## config.mk

```make
export PLATFORM = sky130hd
export DESIGN_NAME = mips_boot_loader
export DESIGN_NICKNAME = d
export VERILOG_FILES = /design/src/rtl/mips_boot_loader_pkg.sv /design/src/rtl/mips_run_timer.sv /design/src/rtl/mips_boot_loader.sv
export SDC_FILE = /design/constraint.sdc
export NUM_CORES = 1
export LEC_CHECK = 0
export BUFFER_PORTS_ARGS = -buffer_cell sky130_fd_sc_hd__buf_2
export CORE_MARGIN = 4
export CORE_UTILIZATION = 55
export CTS_BUF_LIST = sky130_fd_sc_hd__clkbuf_8
export CTS_CLUSTER_DIAMETER = 120
export CTS_CLUSTER_SIZE = 20
export DETAILED_ROUTE_END_ITERATION = 8
export PLACE_DENSITY = 0.87
export RECOVER_POWER = 25
export SLEW_MARGIN = 0
export SYNTH_ARGS = -nofsm -noshare
export SYNTH_HDL_FRONTEND = slang
export SYNTH_SLANG_ARGS = --single-unit
```

## constraint.sdc

```tcl
create_clock -name clk -period 3 [get_ports clk]
set_input_delay 0.6 -clock clk [delete_from_list [all_inputs] [get_ports clk]]
set_output_delay 0.6 -clock clk [all_outputs]
set_load 0.02 [all_outputs]
```

## src/rtl/mips_boot_loader_pkg.sv

```systemverilog
// Shared definitions for the MIPS boot/run sequencer: FSM state encoding and the HALT word.
`default_nettype none
package mips_boot_loader_pkg;

  localparam logic [31:0] HALT_OPCODE_WORD = 32'hFC00_0000;

  typedef enum logic [2:0] {
    ST_IDLE    = 3'd0,
    ST_LEN     = 3'd1,
    ST_LOAD    = 3'd2,
    ST_RELEASE = 3'd3,
    ST_RUN     = 3'd4,
    ST_DONE    = 3'd5,
    ST_ERR     = 3'd6
  } state_t;

endpackage
`default_nettype wire

```

## src/rtl/mips_run_timer.sv

```systemverilog
// Saturating RUN-cycle counter with synchronous clear, enable and a limit-reached flag.
`default_nettype none
module mips_run_timer #(
  parameter int unsigned LIMIT = 1000
) (
  input  logic        clk,
  input  logic        rst_n,
  input  logic        clear,
  input  logic        enable,
  output logic [31:0] count,
  output logic        limit_hit
);

  localparam bit          HAS_LIMIT = (LIMIT != 0);
  localparam logic [31:0] LIMIT_M1  = 32'(LIMIT - 1);

  always_ff @(posedge clk or negedge rst_n) begin
    if (!rst_n) begin
      count <= 32'd0;
    end else if (clear) begin
      count <= 32'd0;
    end else if (enable && (count != 32'hFFFF_FFFF)) begin
      count <= count + 32'd1;
    end
  end

  assign limit_hit = HAS_LIMIT && (count == LIMIT_M1);

endmodule
`default_nettype wire

```

## src/rtl/mips_boot_loader.sv

```systemverilog
// Boot/run sequencer: holds the core in reset, streams a program into imem, then runs
// the core until HALT is fetched or the cycle limit expires.
`default_nettype none
module mips_boot_loader
  import mips_boot_loader_pkg::*;
#(
  parameter int unsigned ADDR_W     = 8,
  parameter int unsigned DATA_W     = 32,
  parameter logic [31:0] HALT_INSTR = HALT_OPCODE_WORD,
  parameter int unsigned RUN_LIMIT  = 1000
) (
  input  logic              clk,
  input  logic              reset_n,
  input  logic              start,
  input  logic              s_valid,
  output logic              s_ready,
  input  logic [DATA_W-1:0] s_data,
  output logic              imem_we,
  output logic [ADDR_W-1:0] imem_addr,
  output logic [DATA_W-1:0] imem_wdata,
  output logic              cpu_reset,
  input  logic [31:0]       cpu_pc,
  input  logic [DATA_W-1:0] cpu_instr,
  output logic              busy,
  output logic              done,
  output logic              error,
  output logic [31:0]       halt_pc,
  output logic [31:0]       cycle_cnt
);

  localparam logic [ADDR_W:0] DEPTH_W = {1'b1, {ADDR_W{1'b0}}};
  localparam logic [ADDR_W:0] ONE_W   = {{ADDR_W{1'b0}}, 1'b1};

  state_t            state;
  logic [ADDR_W-1:0] wc;
  logic [ADDR_W-1:0] len_m1;
  logic [ADDR_W:0]   len_in;
  logic              start_ok;
  logic              halt_seen;
  logic              limit_hit;
  logic              timer_en;

  assign len_in    = s_data[ADDR_W:0];
  assign start_ok  = start && ((state == ST_IDLE) || (state == ST_DONE) || (state == ST_ERR));
  assign halt_seen = (cpu_instr == HALT_INSTR[DATA_W-1:0]);
  // Count only cycles that stay in RUN, so a timeout reports cycle_cnt == RUN_LIMIT-1.
  assign timer_en  = (state == ST_RUN) && !halt_seen && !limit_hit;

  assign s_ready   = (state == ST_LEN) || (state == ST_LOAD);
  assign busy      = (state == ST_LEN) || (state == ST_LOAD) ||
                     (state == ST_RELEASE) || (state == ST_RUN);
  assign done      = (state == ST_DONE);
  assign error     = (state == ST_ERR);
  assign cpu_reset = (state != ST_RUN);

  mips_run_timer #(
    .LIMIT(RUN_LIMIT)
  ) u_timer (
    .clk      (clk),
    .rst_n    (reset_n),
    .clear    (start_ok),
    .enable   (timer_en),
    .count    (cycle_cnt),
    .limit_hit(limit_hit)
  );

  always_ff @(posedge clk or negedge reset_n) begin
    if (!reset_n) begin
      state      <= ST_IDLE;
      wc         <= '0;
      len_m1     <= '0;
      imem_we    <= 1'b0;
      imem_addr  <= '0;
      imem_wdata <= '0;
      halt_pc    <= 32'd0;
    end else begin
      imem_we <= 1'b0;
      case (state)
        ST_IDLE, ST_DONE, ST_ERR: begin
          if (start) begin
            state   <= ST_LEN;
            halt_pc <= 32'd0;
          end
        end
        ST_LEN: begin
          if (s_valid) begin
            if ((len_in == '0) || (len_in > DEPTH_W)) begin
              state <= ST_ERR;
            end else begin
              len_m1 <= ADDR_W'(len_in - ONE_W);
              wc     <= '0;
              state  <= ST_LOAD;
            end
          end
        end
        ST_LOAD: begin
          // Each accepted word is written on the following cycle at its own index.
          if (s_valid) begin
            imem_we    <= 1'b1;
            imem_addr  <= wc;
            imem_wdata <= s_data;
            wc         <= wc + ADDR_W'(1);
            if (wc == len_m1) begin
              state <= ST_RELEASE;
            end
          end
        end
        ST_RELEASE: begin
          state <= ST_RUN;
        end
        ST_RUN: begin
          if (halt_seen) begin
            state   <= ST_DONE;
            halt_pc <= cpu_pc;
          end else if (limit_hit) begin
            state <= ST_ERR;
          end
        end
        default: begin
          state <= ST_IDLE;
        end
      endcase
    end
  end

endmodule
`default_nettype wire
```

== Word-level counts from Yosys, hierarchy flattened ==
Cells that the tools add are included.
Widths: inputs -> output; s select.

* Add/sub/neg operators: 3
* Order comparisons: 1
* Equality and inequality tests: 18
* Muxes and demuxes: 19
* Bitwise operators: 1
* Reduce and logical (&&, ||, !) cells: 23

{| class="wikitable"
|+ Operator list
! kind !! number
|-
| $mux 32 || 4
|-
| $pmux 32 s2 || 1
|-
| $add 32x1->32 const B || 1
|-
| $eq 32x10->1 const B || 1
|-
| $eq 32x32->1 const B || 1
|-
| $ne 32x32->1 const B || 1
|-
| $mux 8 || 3
|-
| $mux 3 || 7
|-
| $pmux 8 s2 || 1
|-
| $pmux 3 s5 || 1
|-
| $ne 2x2->1 const B || 5
|-
| $eq 3x3->1 const B || 3
|-
| $gt 9x9->1 const B || 1
|-
| $logic_not 9->1 || 1
|-
| $add 8x1->8 const B || 1
|-
| $eq 8x8->1 || 1
|-
| $sub 8x1->8 const B || 1
|-
| $eq 3x2->1 const B || 2
|-
| $logic_or 1x1->1 || 6
|-
| $ne 3x3->1 const B || 2
|-
| $reduce_and 3->1 || 2
|-
| $reduce_bool 2->1 || 3
|-
| $reduce_and 5->1 || 1
|-
| $logic_and 1x1->1 || 4
|-
| other kinds (9) || 11
|}

* Flip-flop bits (word level): 124
* Input port bits: 100
* Logic and storage cells: 73

== Depth between registers and ports, before layout ==
* Depth after elaboration: 7
* Gate-level depth with buffers: 11
* Gate-level depth less buffers: 8

== By module ==
Synthesis repeated with hierarchy kept, for this count alone.

* Cells, all modules: 581
* Area total of the unflattened synthesis: 6033.3 um^2

{| class="wikitable"
|+ By module, submodules not included
! module !! instances !! cells each !! area an instance (um^2) !! seq. area each (um^2)
|-
| mips_boot_loader || 1 || 374 || 4075.2 || 2302.2
|-
| mips_run_timer || 1 || 207 || 1958.1 || 800.8
|}

== Worst setup path before layout ==
No wires, ideal clock.

* Path kind: in2reg
* Start: input s_data[0]
* End: register len_m1[4]
* Library setup time: 0.137 ns
* Data arrival time: 2.232 ns
* Path slack: 0.631 ns
* Stages on the path: 9
* Path buffers: 2
* Path through: inv_1 > ha_1 > nor3b_1 > nand2_1 > xnor2_1 > nor3_1 > clkbuf_1 > buf_1 > a21oi_1

* Longest elaborated chain between the ends: 4
* Elaborated cells between the ends (all ways): 6
* Classes of those cells: 1 x add/sub; 1 x order compare; 1 x bitwise; 3 x reduce/logical

{| class="wikitable"
|+ RTL lines
! element !! line !! RTL
|-
| start, declared || mips_boot_loader.sv:17 || <nowiki>input logic [DATA_W-1:0] s_data,</nowiki>
|-
| $gt 9x9->1 / $logic_not 9->1 (equally long branches) || mips_boot_loader.sv:87 || <nowiki>if ((len_in == '0) || (len_in > DEPTH_W)) begin</nowiki>
|-
| $logic_or 1x1->1 || mips_boot_loader.sv:87 ||
|-
| $not 1->1 (no line) || n/a ||
|-
| $reduce_and 3->1 (no line) || n/a ||
|-
| end signal, assigned || mips_boot_loader.sv:90 || <nowiki>len_m1 <= ADDR_W'(len_in - ONE_W);</nowiki>
|-
| end, declared || mips_boot_loader.sv:36 || <nowiki>logic [ADDR_W-1:0] len_m1;</nowiki>
|}

Several ways; a longest one is shown, not always the timed one.
A chain may end at the register's enable or synchronous reset.

== Worst setup path in the final report ==
* Start: register u_timer.count[0]
* End: register u_timer.count[14]

* Longest elaborated chain between the ends: 5
* Elaborated cells between the ends (all ways): 9
* Classes of those cells: 1 x add/sub; 2 x eq/ne; 2 x mux; 4 x reduce/logical

{| class="wikitable"
|+ RTL lines
! element !! line !! RTL
|-
| start, declared || mips_run_timer.sv:10 || <nowiki>output logic [31:0] count,</nowiki>
|-
| start signal, assigned || mips_run_timer.sv:23 || <nowiki>count <= count + 32'd1;</nowiki>
|-
| parallel branches: the longest is 5 deep, another holds $add 32x1->32 || n/a ||
|}

Several ways; the timed one is not identified. The select of a mux whose other input is x is not followed.

==> results.cfg <==
[synthesis]
syn_area_per_cell_um2 = 10.1
synth_xor_xnor_area_share_pct = 4.37
async_flop_share_pct = 100
synth_top_family_by_area = simple AND/OR/NAND/NOR gates
synth_compound_area_share_pct = 10.7
synth-edff-count = 0
syn_area_um2 = 5820
syn_inst = 576
synth-adder-area-share_pct = 0.861
synth_simple_gate_area_share_pct = 19.9
synth_ff_type = dfrtp_1
synth_cell_types = 46
synth_nets = 680
synth.area.mux_share_pct = 7.92
ys_seq_elements = 124
yosysSeqAreaShare_pct = 53.4
ys_warn_count = 0

[critical_path]
critPathSlowestCell = or4_1
r2r_slack_ps = 330
critPathMaxStageDelay_ps = 660
path_cells = ha_1, and4_1, and2_1, nand4_1, nand3_2, or4_1, a21oi_1
endpoint_kind = flop
cp_max_fo = 38
crit_family = simple AND/OR/NAND/NOR gates
reg2reg_depth = 7
cp.required_ps = 3350
cp-start-kind = flop
path_buf_inv = 0
path_class = reg -> reg
worstPathArrival_ps = 3020
reg2reg_from = u_timer.count[0]
r2r-end = u_timer.count[14]

[power]
leakage_uw = 0.00360
pwr-share-seq_pct = 39.0
p_comb_share_pct = 36.5
ir_drop_mv = 0.507
p_int_uw = 3850
clockPowerShare_pct = 24.4
power.density_nw_per_um2 = 860
swShare_pct = 39.4
p_sw_uw = 2510

[run]
max-cap-violations = 0

[sta]
min_period_over_period_pct = 88.9
finalClockSkew_ps = 12.0
finalSetupTns_ps = 0
period_needed_ps = 2670
hold_violations = 0
worst_slew_pin_slew_ps = 1290
setup_viol = 0
fmax_ghz = 0.375
maxSlewViolCount = 0
rsz0062_at_grt = no
max_slew_margin_pct = 14.3

[place]
gp_congestion = 0.896
hpwl_mm = 11.4
io_buffers = 209

[drt]
drt_pass1_iterations = 7
ant_nets = 0
drcViolationCount = 0
drtIter0Drc = 334
via_count = 5244
drt-wirelength-per-cell_um = 16.6
vias_per_cell = 5.63
drt_wl_total_mm = 15.4

[global_route]
grt_pass1_wl_mm = 25.7
antenna_found_initial = 0
grt_util_all_layers_pct = 25.5
grt_max_degree = 65
gr-total-overflow = 0
grt_pass1_vias = 5274

[cts]
clk_latency_ps = 430
postCtsSetupBuffers = 0
cts_inserted_buffers = 17
clkTransAtPathRegs_ps = 80
cts-htree-levels = 4
clockBufferDepth = 2
cts-resized-gates = 0
cts.sinks = 124
cts_tree = done
holdBufCountCts = 0
root_buffer = clkbuf_8

[cells_and_area]
drive_gt1_share_pct = 37.4
syn_to_final_growth_pct = 27.2
fin_util_pct = 71.7
antenna_cells = 0
layout.nets = 887

[floorplanning]
core.rowCount = 37
core_area_um2 = 10300
dieArea_um2 = 12300
start_util_pct = 56.3
pin_count = 210
die_width_um = 111
die_h_um = 111

[run_status]
status = finished clean

[worst_hold_path]
hp-start = s_data[25]
worstHoldPathCells = 2
hp-class = in -> reg
hold_path_end = imem_wdata[25]
[cell type report]
| cell class | instances | area [um^2] |
|---|---|---|
| fill | 778 | 2930 |
| sequential | 124 | 3100 |
| inverter | 8 | 30.0 |
| tap | 136 | 170 |
| timing repair buffer | 218 | 1110 |
| multi-input combinational | 414 | 2570 |
| clock inverter | 15 | 186 |
| clock buffer | 17 | 234 |
[cells in the mapped netlist (2+ instances only)]
library cell,count,area [um^2]
mux2_2,40,450
inv_1,7,26.3
o21ai_0,55,275
buf_1,2,7.51
or4_1,8,60.1
xor2_1,19,166
nor4b_1,3,26.3
or3_1,14,87.6
o211ai_1,4,30.0
xnor2_1,10,87.6
and2_1,3,18.8
nor2_1,31,116
buf_2,6,30.0
buf_4,2,15.0
nand3_1,24,120
dfrtp_1,124,3100
nand2b_1,2,12.5
nor3_1,5,25.0
nor4_1,11,68.8
ha_1,4,50.1
clkbuf_1,19,71.3
nor2b_1,3,18.8
nand2_1,88,330
o31ai_1,10,75.1
and3_1,12,75.1
and4b_1,2,20.0
nand4_1,17,106
and4_1,3,26.3
a21oi_1,31,155
[power groups by stage]
stage               sequential, uW  combinational (uW)  clock, uW
finish                        2480                2320       1550
global placement              2480                2270          0
global route                  2560                2540       1670
CTS                           2490                2360       1580
detailed placement            2520                2350          0
floorplan                     2930                1090          0
[per-layer routing]
layer  wire length, um  part of all wire, %  vias to the layer above  GRT usage [%]
li1                  -                    -                     2472              -
met1              5970                   39                     2508           30.1
met2              7970                   52                      228           45.1
met3              1180                  7.7                       36           6.44
met4               308                  2.0                        0           8.78
met5                 0                    0                        -              0
[how the worst max path moves through the flow]
stage                           from           endpoint  slack (ps)  cells after the start
floorplan                  s_data[0]          len_m1[4]         630                      9
global placement       cpu_instr[30]  u_timer.count[14]         470                      7
detailed placement     cpu_instr[30]  u_timer.count[14]         360                      7
CTS                 u_timer.count[0]  u_timer.count[14]         390                      7
global route                 reset_n  u_timer.count[13]         120                      2
finish              u_timer.count[0]  u_timer.count[14]         330                      7
[per-stage QoR]
step | cell area, um^2 | setup slack (ps) | hold slack [ps] | cells | power (uW)
after floorplan | 5820 | 631 | 304 | 576 | 4020
after CTS | 7420 | 393 | 198 | 932 | 6430
after global routing | 7400 | 119 | 369 | 932 | 6770
final | 7400 | 334 | 388 | 932 | 6360
after detailed placement | 7000 | 363 | 467 | 900 | 4870
after global placement | 7000 | 465 | 458 | 900 | 4750
[registers in the layout, summed over array words and instances, names as in the netlist]
signal / cells
imem_wdata: 32
halt_pc: 32
wc: 8
state: 3
len_m1: 8
imem_addr: 8
imem_we: 1
u_timer.count: 32
[cell usage in the layout (no fill, tap or decap), types with 3 or more instances in the layout]
cell | netlist | layout
nor4_1 | 11 | 11
nand2_1 | 88 | 88
mux2_2 | 40 | 40
bufinv_16 | 0 | 3
and2_1 | 3 | 3
buf_4 | 2 | 7
clkinvlp_4 | 0 | 3
o31ai_1 | 10 | 10
nor4b_1 | 3 | 3
nand3_1 | 24 | 24
nor2b_1 | 3 | 3
xnor2_1 | 10 | 10
clkbuf_8 | 0 | 17
ha_1 | 4 | 4
a21oi_1 | 31 | 31
nor2_1 | 31 | 30
or4_1 | 8 | 8
dfrtp_1 | 124 | 124
nand4_1 | 17 | 17
xor2_1 | 19 | 19
inv_6 | 0 | 4
or3_1 | 14 | 14
and4_1 | 3 | 3
and3_1 | 12 | 12
inv_1 | 7 | 7
o21ai_0 | 55 | 55
o211ai_1 | 4 | 4
nor3_1 | 5 | 4
buf_2 | 6 | 209
[kinds of logic after synthesis]
family,Yosys count
AOI/OAI and AO/OA,110
xor gates and xnor gates,29
adders and majority gates,4
buffers and inverters,38
DFF,124
muxes,41
and+or+nand+nor,230
(Power assumes the default switching activity.)
